**src/rtl/piso_serializer_pkg.sv**
```systemverilog
// Shared types and elaboration helpers for the PISO serializer slice.
//   state_e : FSM states (PAR is only reachable when PISO_PARITY_EN is defined)
//   order_e : per-word shift order latched at load
//   beats_f : beats per word (P_WIDTH / LANES)
//   cnt_w_f : beat counter width, max(1, clog2(beats))
package piso_serializer_pkg;

  typedef enum logic [1:0] {
    IDLE  = 2'd0,
    SHIFT = 2'd1,
    PAR   = 2'd2
  } state_e;

  typedef enum logic {
    ORDER_LSB = 1'b0,
    ORDER_MSB = 1'b1
  } order_e;

  function automatic int unsigned beats_f(input int unsigned p_width, input int unsigned lanes);
    return p_width / lanes;
  endfunction

  function automatic int unsigned cnt_w_f(input int unsigned p_width, input int unsigned lanes);
    int unsigned b;
    b = p_width / lanes;
    return (b <= 1) ? 1 : $clog2(b);
  endfunction

endpackage

```
**src/rtl/piso_serializer_if.sv**
```systemverilog
// Handshake bundle for the PISO serializer.
//   Parallel side : p_valid, p_ready, p_data, msb_first
//   Serial side   : s_fill, s_valid, s_ready, s_out, s_last
//   slave  modport: the serializer itself
//   master modport: the agent driving words in and consuming beats
interface piso_serializer_if #(
  parameter int unsigned P_WIDTH = 8,
  parameter int unsigned LANES   = 1
);
  logic               p_valid;
  logic               p_ready;
  logic [P_WIDTH-1:0] p_data;
  logic               msb_first;
  logic [LANES-1:0]   s_fill;
  logic               s_valid;
  logic               s_ready;
  logic [LANES-1:0]   s_out;
  logic               s_last;

  modport slave (
    input  p_valid, p_data, msb_first, s_fill, s_ready,
    output p_ready, s_valid, s_out, s_last
  );

  modport master (
    output p_valid, p_data, msb_first, s_fill, s_ready,
    input  p_ready, s_valid, s_out, s_last
  );
endinterface

```
**src/rtl/piso_serializer_beat_counter.sv**
```systemverilog
// piso_beat_counter: loadable down-counter with enable and terminal-count flag.
//   clk, rst  : clock, asynchronous active-low reset (count -> 0)
//   load      : load load_val (has priority over en)
//   en        : decrement by one
//   load_val  : value loaded on load
//   tc        : count is zero
module piso_beat_counter #(
  parameter int unsigned CNT_W = 3
) (
  input  logic             clk,
  input  logic             rst,
  input  logic             load,
  input  logic             en,
  input  logic [CNT_W-1:0] load_val,
  output logic             tc
);
  logic [CNT_W-1:0] count;

  always_ff @(posedge clk or negedge rst) begin
    if (!rst)      count <= '0;
    else if (load) count <= load_val;
    else if (en)   count <= count - CNT_W'(1);
  end

  assign tc = (count == '0);
endmodule

```
**src/rtl/piso_serializer.sv**
```systemverilog
// piso_serializer: parallel-in / serial-out converter with valid/ready on both sides.
// A P_WIDTH word is emitted as P_WIDTH/LANES beats of LANES bits, LSB- or MSB-first
// (order latched with the word). Supports zero-bubble reload and downstream stall.
//   clk          : rising-edge clock
//   rst          : asynchronous active-low reset
//   bus (slave)  : p_valid/p_ready/p_data/msb_first in, s_fill/s_ready in,
//                  s_valid/s_out/s_last out
// Optional feature: define PISO_PARITY_EN to append one even-parity beat per word.
module piso_serializer
  import piso_serializer_pkg::*;
#(
  parameter int unsigned P_WIDTH = 8,
  parameter int unsigned LANES   = 1
) (
  input  logic               clk,
  input  logic               rst,
  piso_serializer_if.slave   bus
);
  if (LANES == 0 || (P_WIDTH % LANES) != 0) begin : g_width_check
    $error("piso_serializer: P_WIDTH must be a non-zero multiple of LANES");
  end

  localparam int unsigned BEATS = beats_f(P_WIDTH, LANES);
  localparam int unsigned CNT_W = cnt_w_f(P_WIDTH, LANES);

  state_e             state_q, state_d;
  order_e             mode_q;
  logic [P_WIDTH-1:0] sr_q;
  logic [P_WIDTH-1:0] fill_ext;
  logic               tc;
  logic               load;
  logic               shift_en;
  logic               final_beat;
  logic               p_ready_i;
  logic               s_valid_i;
  logic               s_last_i;
  logic [LANES-1:0]   s_out_i;
`ifdef PISO_PARITY_EN
  logic               par_q;
`endif

  // Final beat of the word: the one whose consumption may overlap the next load.
`ifdef PISO_PARITY_EN
  assign final_beat = (state_q == PAR);
`else
  assign final_beat = (state_q == SHIFT) && tc;
`endif

  assign load     = bus.p_valid && p_ready_i;
  assign shift_en = (state_q == SHIFT) && bus.s_ready && !tc;
  assign fill_ext = P_WIDTH'(bus.s_fill);

  piso_beat_counter #(
    .CNT_W (CNT_W)
  ) u_beat_counter (
    .clk      (clk),
    .rst      (rst),
    .load     (load),
    .en       (shift_en),
    .load_val (CNT_W'(BEATS - 1)),
    .tc       (tc)
  );

  // State register
  always_ff @(posedge clk or negedge rst) begin
    if (!rst) state_q <= IDLE;
    else      state_q <= state_d;
  end

  // Shift datapath; shifts are expressed arithmetically so BEATS=1 needs no special slice.
  always_ff @(posedge clk or negedge rst) begin
    if (!rst) begin
      sr_q   <= '0;
      mode_q <= ORDER_LSB;
    end else if (load) begin
      sr_q   <= bus.p_data;
      mode_q <= order_e'(bus.msb_first);
    end else if (shift_en) begin
      if (mode_q == ORDER_MSB) sr_q <= (sr_q << LANES) | fill_ext;
      else                     sr_q <= (sr_q >> LANES) | (fill_ext << (P_WIDTH - LANES));
    end
  end

`ifdef PISO_PARITY_EN
  always_ff @(posedge clk or negedge rst) begin
    if (!rst)      par_q <= 1'b0;
    else if (load) par_q <= ^bus.p_data;
  end
`endif

  // Next-state logic; a load in SHIFT/PAR can only happen on the final beat.
  always_comb begin
    state_d = state_q;
    case (state_q)
      IDLE: begin
        if (load) state_d = SHIFT;
      end
      SHIFT: begin
        if (bus.s_ready && tc) begin
`ifdef PISO_PARITY_EN
          state_d = PAR;
`else
          state_d = load ? SHIFT : IDLE;
`endif
        end
      end
`ifdef PISO_PARITY_EN
      PAR: begin
        if (bus.s_ready) state_d = load ? SHIFT : IDLE;
      end
`endif
      default: state_d = IDLE;
    endcase
  end

  // Output logic; p_ready is gated by rst so it stays low throughout reset.
  always_comb begin
    p_ready_i = rst && ((state_q == IDLE) || (final_beat && bus.s_ready));
    s_valid_i = 1'b0;
    s_out_i   = '0;
    s_last_i  = final_beat;
    case (state_q)
      SHIFT: begin
        s_valid_i = 1'b1;
        s_out_i   = (mode_q == ORDER_MSB) ? sr_q[P_WIDTH-1 -: LANES] : sr_q[LANES-1:0];
      end
`ifdef PISO_PARITY_EN
      PAR: begin
        s_valid_i = 1'b1;
        s_out_i   = LANES'(par_q);
      end
`endif
      default: begin
        s_valid_i = 1'b0;
        s_out_i   = '0;
      end
    endcase
  end

  assign bus.p_ready = p_ready_i;
  assign bus.s_valid = s_valid_i;
  assign bus.s_out   = s_out_i;
  assign bus.s_last  = s_last_i;
endmodule

```
**src/flat_wrapper.sv**
```systemverilog
// flat-port wrapper written by rule: the top's interface ports become plain ports
module piso_serializer_flat import piso_serializer_pkg::*;
#(
  parameter int unsigned P_WIDTH = 8,
  parameter int unsigned LANES   = 1
)
  (clk, rst, bus_p_valid, bus_p_data, bus_msb_first, bus_s_fill, bus_s_ready, bus_p_ready, bus_s_valid, bus_s_out, bus_s_last);
  piso_serializer_if #(.P_WIDTH(P_WIDTH), .LANES(LANES)) bus_i ();
  input  logic clk;
  input  logic rst;
  input wire logic [$bits(bus_i.p_valid)-1:0] bus_p_valid;
  input wire logic [$bits(bus_i.p_data)-1:0] bus_p_data;
  input wire logic [$bits(bus_i.msb_first)-1:0] bus_msb_first;
  input wire logic [$bits(bus_i.s_fill)-1:0] bus_s_fill;
  input wire logic [$bits(bus_i.s_ready)-1:0] bus_s_ready;
  output wire logic [$bits(bus_i.p_ready)-1:0] bus_p_ready;
  output wire logic [$bits(bus_i.s_valid)-1:0] bus_s_valid;
  output wire logic [$bits(bus_i.s_out)-1:0] bus_s_out;
  output wire logic [$bits(bus_i.s_last)-1:0] bus_s_last;
  assign bus_i.p_valid = bus_p_valid;
  assign bus_i.p_data = bus_p_data;
  assign bus_i.msb_first = bus_msb_first;
  assign bus_i.s_fill = bus_s_fill;
  assign bus_i.s_ready = bus_s_ready;
  assign bus_p_ready = bus_i.p_ready;
  assign bus_s_valid = bus_i.s_valid;
  assign bus_s_out = bus_i.s_out;
  assign bus_s_last = bus_i.s_last;
  piso_serializer #(.P_WIDTH(P_WIDTH), .LANES(LANES)) u_core (.clk(clk), .rst(rst), .bus(bus_i));
endmodule
```
**config.mk**
```make
export PLATFORM = sky130hd
export DESIGN_NAME = piso_serializer_flat
export DESIGN_NICKNAME = d
export VERILOG_FILES = /design/src/rtl/piso_serializer_pkg.sv /design/src/rtl/piso_serializer_if.sv /design/src/rtl/piso_serializer_beat_counter.sv /design/src/rtl/piso_serializer.sv /design/src/flat_wrapper.sv
export SDC_FILE = /design/constraint.sdc
export NUM_CORES = 1
export LEC_CHECK = 0
export CAP_MARGIN = 15
export CORE_MARGIN = 2
export CORE_UTILIZATION = 49
export DETAILED_ROUTE_END_ITERATION = 12
export HOLD_SLACK_MARGIN = 0.02
export PLACE_DENSITY_LB_ADDON = 0.25
export SYNTH_ARGS = -nofsm -noshare
export SYNTH_HDL_FRONTEND = slang
export SYNTH_SLANG_ARGS = --single-unit
```
**constraint.sdc**
```tcl
create_clock -name clk -period 1.7 [get_ports clk]
set_input_delay 0.34 -clock clk [delete_from_list [all_inputs] [get_ports clk]]
set_output_delay 0.34 -clock clk [all_outputs]
set_load 0.02 [all_outputs]
```
**Word-level counts from Yosys, hierarchy flattened**

Index checks and enable logic that the tools add are counted.
Widths: inputs -> output; s select.

- Register bits: 14
- Input port bits: 14
- Output and inout bits: 4
- Logic and storage cells: 35

- $add $sub $neg: 1
- Equality and inequality tests: 3
- Multiplexer cells: 12
- Bitwise gates (word level): 2
- Reductions and logical operators: 13

Operators by type and width:

| operator | count |
|---|---|
| $mux 8 | 3 |
| $or 7x8->8 | 1 |
| $or 8x1->8 | 1 |
| $logic_and 1x1->1 | 7 |
| $mux 3 | 2 |
| $mux 1 | 4 |
| $mux 2 | 2 |
| $pmux 2 s2 | 1 |
| $logic_not 3->1 | 1 |
| $sub 3x1->3 const B | 1 |
| $eq 2x1->1 const B | 1 |
| $logic_not 2->1 | 1 |
| $ne 2x1->1 const B | 1 |
| $ne 2x2->1 const B | 1 |
| $reduce_and 2->1 | 1 |
| $reduce_bool 2->1 | 1 |
| $logic_not 1->1 | 1 |
| $logic_or 1x1->1 | 1 |

**Longest topological paths before layout**

Gate-level depths: netlist (run 1).

- Depth in word-level cells: 9
- Gate-level depth with buffers: 6

**Hierarchy**

Synthesis (run 1) repeated with hierarchy kept, for this count alone.

- Cells, all modules: 71
- Area total of the unflattened synthesis: 755.7 um2

Modules (own cells, without submodules):

| module | times used | cells each | area each (um2) | sequential area each (um2) |
|---|---|---|---|---|
| piso_serializer | 1 | 52 | 584.3 | 250.2 |
| piso_beat_counter | 1 | 19 | 171.4 | 75.1 |

**Worst setup path before layout (run 1)**

OpenSTA, ideal clock, no wires.

- Path type: register to output
- Start: reg u_core.u_beat_counter.count[0]
- End: out bus_p_ready
- Arrival time: 1.179 ns
- Required time: 1.360 ns
- Setup slack: 0.181 ns
- Cell stages (with the launch flop): 5
- Cell sequence: dfrtp_1 -> inv_1 -> ha_1 -> nand3b_2 -> a21boi_1

- Longest elaborated chain between the ends: 5

Ends and longest elaborated chain:

| what | line | RTL |
|---|---|---|
| from (decl) | piso_serializer_beat_counter.sv:17 | `logic [CNT_W-1:0] count;` |
| from (signal assigned) | piso_serializer_beat_counter.sv:21 | `else if (load) count <= load_val;` |
| from (signal assigned) | piso_serializer_beat_counter.sv:22 | `else if (en) count <= count - CNT_W'(1);` |
| $logic_not 3->1 | piso_serializer_beat_counter.sv:25 | `assign tc = (count == '0);` |
| $logic_and 1x1->1 | piso_serializer.sv:46 | `assign final_beat = (state_q == SHIFT) && tc;` |
| $logic_and 1x1->1 | piso_serializer.sv:118 | `p_ready_i = rst && ((state_q == IDLE) \|\| (final_beat && bus.s_ready));` |
| $logic_or 1x1->1 | piso_serializer.sv:118 |  |
| $logic_and 1x1->1 | piso_serializer.sv:118 |  |
| to (decl) | flat_wrapper.sv:16 | `output wire logic [$bits(bus_i.p_ready)-1:0] bus_p_ready;` |

No other way between the ends.

**Worst setup path after layout (run 1)**

Ends and elaborated chain as after synthesis.

==> flow_metrics.tcl, run 1 <==
set metrics [dict create \
    run_status "completed" \
    seq_power_share_pct 32.1 \
    firstDrtPassIters 4 \
    synth_edf_count 0 \
    cp_slowest_stage_delay_ns 0.39 \
    portBuffers 17 \
    synth_cell_types 31 \
    total_power_uw 1838 \
    drc 0 \
    ys_ff_latch 13 \
    worst_slew_pin_slew_ns 0.4022 \
    yosys-top-cells-area "dfrtp_1 37%, a21oi_1 5.1%, o211ai_1 5.1%" \
    dpl-instance-area_sq_um 1166 \
    relSlewSlack_pct 72.49 \
    cts_setup_buffers 0 \
    top_level_ports 18 \
    synth_top_cell_by_area "dfrtp_1" \
    yosysMostFrequentCell "dfrtp_1" \
    syn_inst 89 \
    syn2layout_area_growth_pct 37.96 \
    dieWidth_um 46.46 \
    switchingPower_uw 750.9 \
    drt-total-wl_um 2251 \
    finClkSkew_ns 0.009057 \
    regToRegSetupSlack_ns 0.18 \
    power_frac_comb_pct 56.8 \
    final_area_sq_um 1219 \
    drt-initial-drc-count 28 \
    yosysSeqAreaShare_pct 36.83 \
    timing.final.ws_setup_ns 0.05955 \
    cp_max_fo 4 \
    worstPathCellList "inv_2 > ha_4 > nand3b_4 > a21boi_2 > buf_6" \
    rows 15 \
    swShare_pct 40.85 \
    wl_met2_um 1046 \
    clock_path_buffers 2 \
    die_h_um 46.46 \
    antenna_found_initial 0 \
    dp_hpwl_um 1695 \
    vias_per_cell 5.596 \
    slew_violations 0 \
    routed-wl-met3_um 172 \
    clock-sinks 13 \
    core_sq_um 1708 \
    worst_setup_path_start_kind "flip-flop" \
    fillCellCount 115 \
    powerDensity_nw_per_um2 1508 \
    top_layer "met4" \
    ant_nets 0 \
    rsz0062_at_grt "yes" \
    diodes 0 \
    setup_viol 0 \
    htreeDepth 1 \
    grt_pass1_vias 783 \
    worst_ep_required_time_ns 1.36 \
    reg2regPathDepth 6 \
    crit_family "flip-flops" \
    async_reset_ff_share_pct 100.0 \
    yosysWarnings 0 \
    cp_num_buf_inv 2 \
    cts_root_buf "clkbuf_4" \
    dieArea_sq_um 2159 \
    place.gp.congestion 0.8502 \
    cap_violations 0 \
    grt_max_degree 18 \
    grtUsageTotal_pct 24.70 \
    clk_pin_slew_ns 0.08 \
    min_period_ns 1.640 \
    cts_tree "done" \
    crit_type "reg -> out" \
    cp_slowest_cell "dfrtp_1" \
    syn_nets 105 \
    drive_gt1_share_pct 28.10 \
    synth_common_cells "13 x dfrtp_1, 9 x a21oi_1, 6 x nor2b_1, 6 x o211ai_1" \
    p_leak_uw 0.0005169 \
    numCtsBuffers 3 \
    start_util_pct 51.72 \
    met1Wirelength_um 984 \
    overflow 0 \
    syn_area_sq_um 883.3 \
    dr_total_vias 817 \
    synth_top_area_share_pct 36.83 \
    detail_route.wl_per_cell_um 15.42 \
    pre_cts_ws_ns -0.4151 \
    clkPwrFrac_pct 11.1 \
    ir_drop_mv 0.7327 \
    synthFlopType "dfrtp_1" \
    avgSynthCellArea_sq_um 9.925 \
    clk_latency_ns 0.30 \
    grt_pass1_wl_um 3677 \
    min_period_over_period_pct 96.50 \
    r2r-end "u_core.sr_q[5]" \
    fmax_ghz 0.6096 \
    internal_power_uw 1087 \
    final_net_count 138 \
    endpoint_kind "output port" \
    fin_tns_setup_ns 0 \
    final-hold-violation-count 0 \
    r2r-start "u_core.u_beat_counter.count[1]" \
    crit_arrival_ns 1.30 \
    hold_class "in -> async" \
    whs_ns 0.4115 \
]
power by group through the flow:
stage          clock, uW  sequential, uW  combinational (uW)
2_1_floorplan          0             571                 663
3_3_place_gp           0             578                 981
3_5_place_dp           0             588                1010
4_1_cts              206             588                1030
5_1_grt              218             610                1160
6_report             204             590                1040
routing by layer:
metal | vias to the layer above | track usage, %
met3 | 5 | 3.137
met2 | 40 | 38.61
li1 | 406 | -
met4 | 0 | 11.43
met1 | 366 | 33.66
met5 | - | 0
cells in the final DEF, fill, tap and decap left out, types with 2 or more instances in the layout:
cell type,n
buf_4,17
clkdlybuf4s50_1,13
dfrtp_1,13
a21oi_1,9
nor2b_1,6
o211ai_1,6
a2111oi_0,5
o31ai_1,5
mux2i_1,4
nor3_1,4
inv_2,3
nand3_1,3
a311o_1,3
o21ai_1,3
clkbuf_4,3
nor2_1,2
buf_6,2
repair_timing:
item,in CTS,in global routing
hold buffers,0,0
gates cloned,0,0
setup endpoints to repair,3,3
pin swaps,0,1
gates resized for setup,15,4
per-stage QoR:
stage / utilization [%] / std cells
after detailed placement: 68.28 / 142
after global routing: 71.36 / 146
after CTS: 70.26 / 146
after floorplan: - / 89
after global placement: 68.28 / 142
final: 71.36 / 146
worst max path at each step:
stage,start,endpoint,slack [ns],cells past startpoint
floorplan,u_core.u_beat_counter.count[0],bus_p_ready,0.18,4
global placement,bus_s_ready,bus_p_ready,-0.32,4
detailed placement,bus_s_ready,bus_p_ready,-0.42,4
CTS,u_core.state_q[0],bus_s_valid,0.007,1
global route,bus_s_ready,u_core.sr_q[0],-0.01,5
finish,u_core.u_beat_counter.count[0],bus_p_ready,0.06,5
registers in the layout, summed over array words and instances (netlist names):
register	count
u_core.sr_q	8
u_core.u_beat_counter.count	3
u_core.mode_q	1
u_core.state_q	1
cell families (layout without fill, tap and decap cells):
logic type	Yosys count	in the layout	share of synthesized area, %
AND/OR/NAND/NOR	23	23	16.15
flip-flops	13	13	36.83
AO/OA/AOI/OAI	36	36	30.59
adder cells (fa/ha/maj)	2	2	2.832
multiplexers	5	5	6.232
buffers and inverters	10	42	7.365
area by class of cell:
type | count | area, sq um | share of cell area (%)
clock buffers | 4 | 26.28 | 2.156
inverters | 3 | 11.26 | 0.9240
multi-input cells | 66 | 518.0 | 42.51
flip-flops and latches | 13 | 325.3 | 26.69
well taps | 25 | 31.28 | 2.567
repair buffers | 35 | 306.5 | 25.15
Power figures use the tool's default switching activity.
==> inputs of run 2 (changes only) <==
Settings changed: CORE_UTILIZATION 49 to 52, CTS_BUF_LIST from default to sky130_fd_sc_hd__clkbuf_4.
==> run 2 against run 1 <==
Utilization rose by 6.7 points; register-to-register slack lost 0.03 ns; die area down 5.3%; highest routed layer unchanged; via count is 4.2% higher; largest power group unchanged; sequential power about the same; fmax barely moved; worst hold slack gained 0.0093 ns; non-clock buffer count increased by 1.
==> flow_metrics.tcl, run 2 (synthesis gave the netlist of run 1 again) <==
set metrics [dict create \
    run_status "completed" \
    setup_viol 0 \
    worst_setup_path_start_kind "flip-flop" \
    pre_cts_ws_ns -0.3688 \
    switchingPower_uw 761.6 \
    slew_violations 0 \
    clk_pin_slew_ns 0.08 \
    antenna_found_initial 0 \
    dr_total_vias 851 \
    grtUsageTotal_pct 26.90 \
    dp_hpwl_um 1765 \
    vias_per_cell 6.167 \
    core_sq_um 1541 \
    drt-total-wl_um 2307 \
    clock-sinks 13 \
    rows 14 \
    met1Wirelength_um 1002 \
    min_period_ns 1.642 \
    largest_register_ffs 8 \
    cp_max_fo 4 \
    drt-initial-drc-count 35 \
    diodes 0 \
    top_layer "met4" \
    ant_nets 0 \
    place.gp.congestion 0.8270 \
    wl_met2_um 1125 \
    detail_route.wl_per_cell_um 16.72 \
    seq_power_share_pct 32.2 \
    routed-wl-met3_um 158 \
    top_level_ports 18 \
    min_period_over_period_pct 96.58 \
    swShare_pct 41.27 \
    finClkSkew_ns 0.004763 \
    cap_violations 0 \
    powerDensity_nw_per_um2 1533 \
    timing.final.ws_setup_ns 0.05810 \
    clkPwrFrac_pct 10.6 \
    drc 0 \
    r2r-start "u_core.u_beat_counter.count[0]" \
    crit_family "buffers and inverters" \
    crit_arrival_ns 1.30 \
    drive_gt1_share_pct 29.51 \
    die_h_um 45.22 \
    portBuffers 17 \
    layout_commonest_cell "buf_4" \
    worst_slew_pin_slew_ns 0.4020 \
    cts_tree "done" \
    worstPathCellList "clkdlybuf4s50_1" \
    htreeDepth 1 \
    start_util_pct 57.31 \
    worst_ep_required_time_ns 1.36 \
    power_frac_comb_pct 57.2 \
    clock_path_buffers 2 \
    final_cell_mix "20 x buf_4, 14 x clkdlybuf4s50_1, 13 x dfrtp_1, 9 x a21oi_1" \
    final-hold-violation-count 0 \
    syn2layout_area_growth_pct 36.26 \
    grt_max_degree 18 \
    whs_ns 0.4208 \
    ir_drop_mv 0.9403 \
    r2r-end "u_core.sr_q[1]" \
    grt_pass1_wl_um 3884 \
    grt_pass1_vias 821 \
    fin_tns_setup_ns 0 \
    clk_latency_ns 0.28 \
    overflow 0 \
    fmax_ghz 0.6091 \
    numCtsBuffers 3 \
    p_leak_uw 0.0005090 \
    cp_slowest_cell "clkdlybuf4s50_1" \
    relSlewSlack_pct 72.51 \
    cts_root_buf "clkbuf_4" \
    dieWidth_um 45.22 \
    hold_class "in -> async" \
    final_util_pct 78.08 \
    cp_slowest_stage_delay_ns 0.62 \
    reg2regPathDepth 6 \
    largest-register "u_core.sr_q" \
    regToRegSetupSlack_ns 0.15 \
    top_regs "u_core.sr_q (8), u_core.u_beat_counter.count (3)" \
    firstDrtPassIters 4 \
    stdcell_count 138 \
    dieArea_sq_um 2044 \
    final_net_count 139 \
    crit_type "reg -> out" \
    cp_num_buf_inv 1 \
    endpoint_kind "output port" \
    dpl.cell_count 134 \
    internal_power_uw 1084 \
]
[run 2: routing by layer]
layer	global-route usage (%)	vias up
met5	0	-
met4	8.824	0
met3	4.000	4
met2	44.00	34
met1	36.48	405
li1	-	408
[run 2: repair_timing]
action | in CTS | in global routing
pin swaps | 0 | 1
hold buffers | 0 | 0
gates resized for setup | 11 | 7
setup endpoints to repair | 3 | 8
setup buffers | 0 | 0
[run 2: cell type report]
cell class | count | area (sq um)
Tap cell | 16 | 20.02
Clock buffer | 3 | 22.52
Multi-Input combinational cell | 66 | 509.2
Inverter | 3 | 11.26
Sequential cell | 13 | 325.3
Clock inverter | 1 | 5.005
Timing Repair Buffer | 36 | 310.3
Fill cell | 98 | 337.8
[run 2: how the worst max path moves through the flow]
| stage | from | to | slack, ns | depth (start not counted) |
|---|---|---|---|---|
| 2_1_floorplan | u_core.u_beat_counter.count[0] | bus_p_ready | 0.18 | 4 |
| 3_3_place_gp | bus_s_ready | bus_p_ready | -0.35 | 4 |
| 3_5_place_dp | bus_s_ready | bus_p_ready | -0.37 | 4 |
| 4_1_cts | u_core.u_beat_counter.count[0] | bus_p_ready | 0.003 | 5 |
| 5_1_grt | u_core.u_beat_counter.count[0] | u_core.sr_q[1] | -0.02 | 6 |
| 6_report | u_core.state_q[0] | bus_s_valid | 0.06 | 1 |
[run 2: power by group through the flow]
stage               registers (uW)  logic, uW  clock network [uW]
floorplan                      571        663                   0
global placement               580        980                   0
detailed placement             587       1020                   0
CTS                            585       1020                 197
global route                   609       1160                 207
finish                         593       1060                 196
[run 2: metrics by stage]
| step | power [uW] | instance area [sq um] |
|---|---|---|
| floorplan | 1234 | 883.3 |
| global placement | 1560 | 1162 |
| detailed placement | 1608 | 1162 |
| CTS | 1800 | 1184 |
| global route | 1972 | 1204 |
| finish | 1846 | 1204 |
==> inputs of run 3 (changes only) <==
Settings changed: SETUP_SLACK_MARGIN from default to 0.15.
==> run 3 against run 2 <==
Final cell count increased by 4.3%; sequential share of layout area decreased by 1.8 points; critical endpoint is now bus_p_ready; first-iteration DRC count decreased by 23%; largest power group unchanged; critical path type unchanged; register-to-register slack improved by 0.04 ns.
==> flow_metrics.tcl, run 3 (synthesis gave the netlist of run 1 again) <==
set metrics [dict create \
    rows 14 \
    top_level_ports 18 \
    place.gp.congestion 0.8270 \
    dieWidth_um 45.22 \
    grtUsageTotal_pct 27.32 \
    firstDrtPassIters 4 \
    min_period_over_period_pct 96.18 \
    worst_ep_required_time_ns 1.36 \
    final_area_sq_um 1291 \
    vias_per_cell 6.208 \
    fin_tns_setup_ns 0 \
    cts_root_buf "clkbuf_4" \
    dr_total_vias 894 \
    relSlewSlack_pct 77.84 \
    ir_drop_mv 1.092 \
    r2r-end "u_core.sr_q[3]" \
    drive_gt1_share_pct 38.28 \
    numCtsBuffers 3 \
    finClkSkew_ns 0.002453 \
    endpoint "bus_p_ready" \
    crit_start "u_core.u_beat_counter.count[1]" \
    detail_route.wl_per_cell_um 17.97 \
    start_util_pct 57.31 \
    final_cell_mix "25 x buf_4, 13 x clkdlybuf4s50_1, 13 x dfrtp_1, 9 x a21oi_1" \
    antenna_found_initial 0 \
    largest_register_ffs 8 \
    run_status "completed" \
    pre_cts_ws_ns -0.3688 \
    cp_max_fo 4 \
    drt-total-wl_um 2588 \
    drc 0 \
    grt_max_degree 17 \
    htreeDepth 1 \
    crit_type "reg -> out" \
    top_regs "u_core.sr_q (8), u_core.u_beat_counter.count (3)" \
    clk_latency_ns 0.28 \
    powerDensity_nw_per_um2 1588 \
    slew_violations 0 \
    ant_nets 0 \
    die_h_um 45.22 \
    portBuffers 17 \
    worst_setup_path_start_kind "flip-flop" \
    r2r-start "u_core.u_beat_counter.count[1]" \
    p_leak_uw 0.0005426 \
    clock_path_buffers 2 \
    grt_pass1_vias 849 \
    endpoint_kind "output port" \
    dp_hpwl_um 1765 \
    whs_ns 0.5304 \
    dieArea_sq_um 2044 \
    total_power_uw 2050 \
    grt_pass1_wl_um 3926 \
    clock-sinks 13 \
    dpl-instance-area_sq_um 1162 \
    core_sq_um 1541 \
    setup_viol 0 \
    min_period_ns 1.635 \
    overflow 0 \
    reg2regPathDepth 6 \
    cts_tree "done" \
    cap_violations 0 \
    clk_pin_slew_ns 0.08 \
    fmax_ghz 0.6116 \
    layout_commonest_cell "buf_4" \
    hold_class "in -> async" \
    regToRegSetupSlack_ns 0.19 \
    worst_slew_pin_slew_ns 0.3315 \
    rsz0062_at_grt "yes" \
    drt-initial-drc-count 27 \
    final-hold-violation-count 0 \
    diodes 0 \
    syn2layout_area_growth_pct 46.18 \
    timing.final.ws_setup_ns 0.06490 \
    final_net_count 145 \
    crit_arrival_ns 1.30 \
    cts_hold_buf 0 \
    largest-register "u_core.sr_q" \
]
[run 3: repair_timing]
item | CTS | global route
pin swaps | 2 | 0
endpoints found under the setup margin | 13 | 8
resized for setup | 20 | 14
buffers inserted | 2 | 4
[run 3: worst min-delay path by stage]
stage                                           to  cells past startpoint  slack [ns]
finish                              u_core.sr_q[1]                      3        0.53
CTS                                 u_core.sr_q[0]                      3        0.55
global placement    u_core.u_beat_counter.count[1]                      2        0.53
detailed placement                  u_core.sr_q[2]                      1        0.54
floorplan                            u_core.mode_q                      0        0.04
global route                        u_core.sr_q[0]                      3        0.54
[run 3: stage by stage]
step | std cells | util [%]
finish | 144 | 83.77
global placement | 134 | 75.41
floorplan | 89 | -
CTS | 140 | 78.98
global route | 144 | 83.77
detailed placement | 134 | 75.41
[run 3: where the power goes]
| part | total, uW | switching (uW) | internal (uW) |
|---|---|---|---|
| Sequential | 597 | 130 | 467 |
| Clock | 196 | 109 | 87.5 |
| Combinational | 1260 | 626 | 630 |
| Total | 2050 | 865 | 1180 |
[run 3: worst max-delay path: stages, from the launching register on]
cell and delay (ns):
dfrtp_1 0.39, inv_2 0.09, ha_4 0.16, nand3b_2 0.10, a21boi_2 0.13, buf_4 0.15
[run 3: area by class of cell]
| class | instances | area (sq um) |
|---|---|---|
| multi-input cells | 66 | 553.0 |
| repair buffers | 42 | 354.1 |
| flip-flops and latches | 13 | 325.3 |
| fillers | 80 | 250.2 |
| clock buffers | 3 | 22.52 |
| well taps | 16 | 20.02 |
| inverters | 3 | 11.26 |
| clock inverters | 1 | 5.005 |
[run 3: routing by layer]
layer  part of all wire, %  GRT usage [%]
met1                    41          35.97
met2                    50          44.29
met3                   7.0          5.200
met4                   1.2          10.59
met5                     0              0
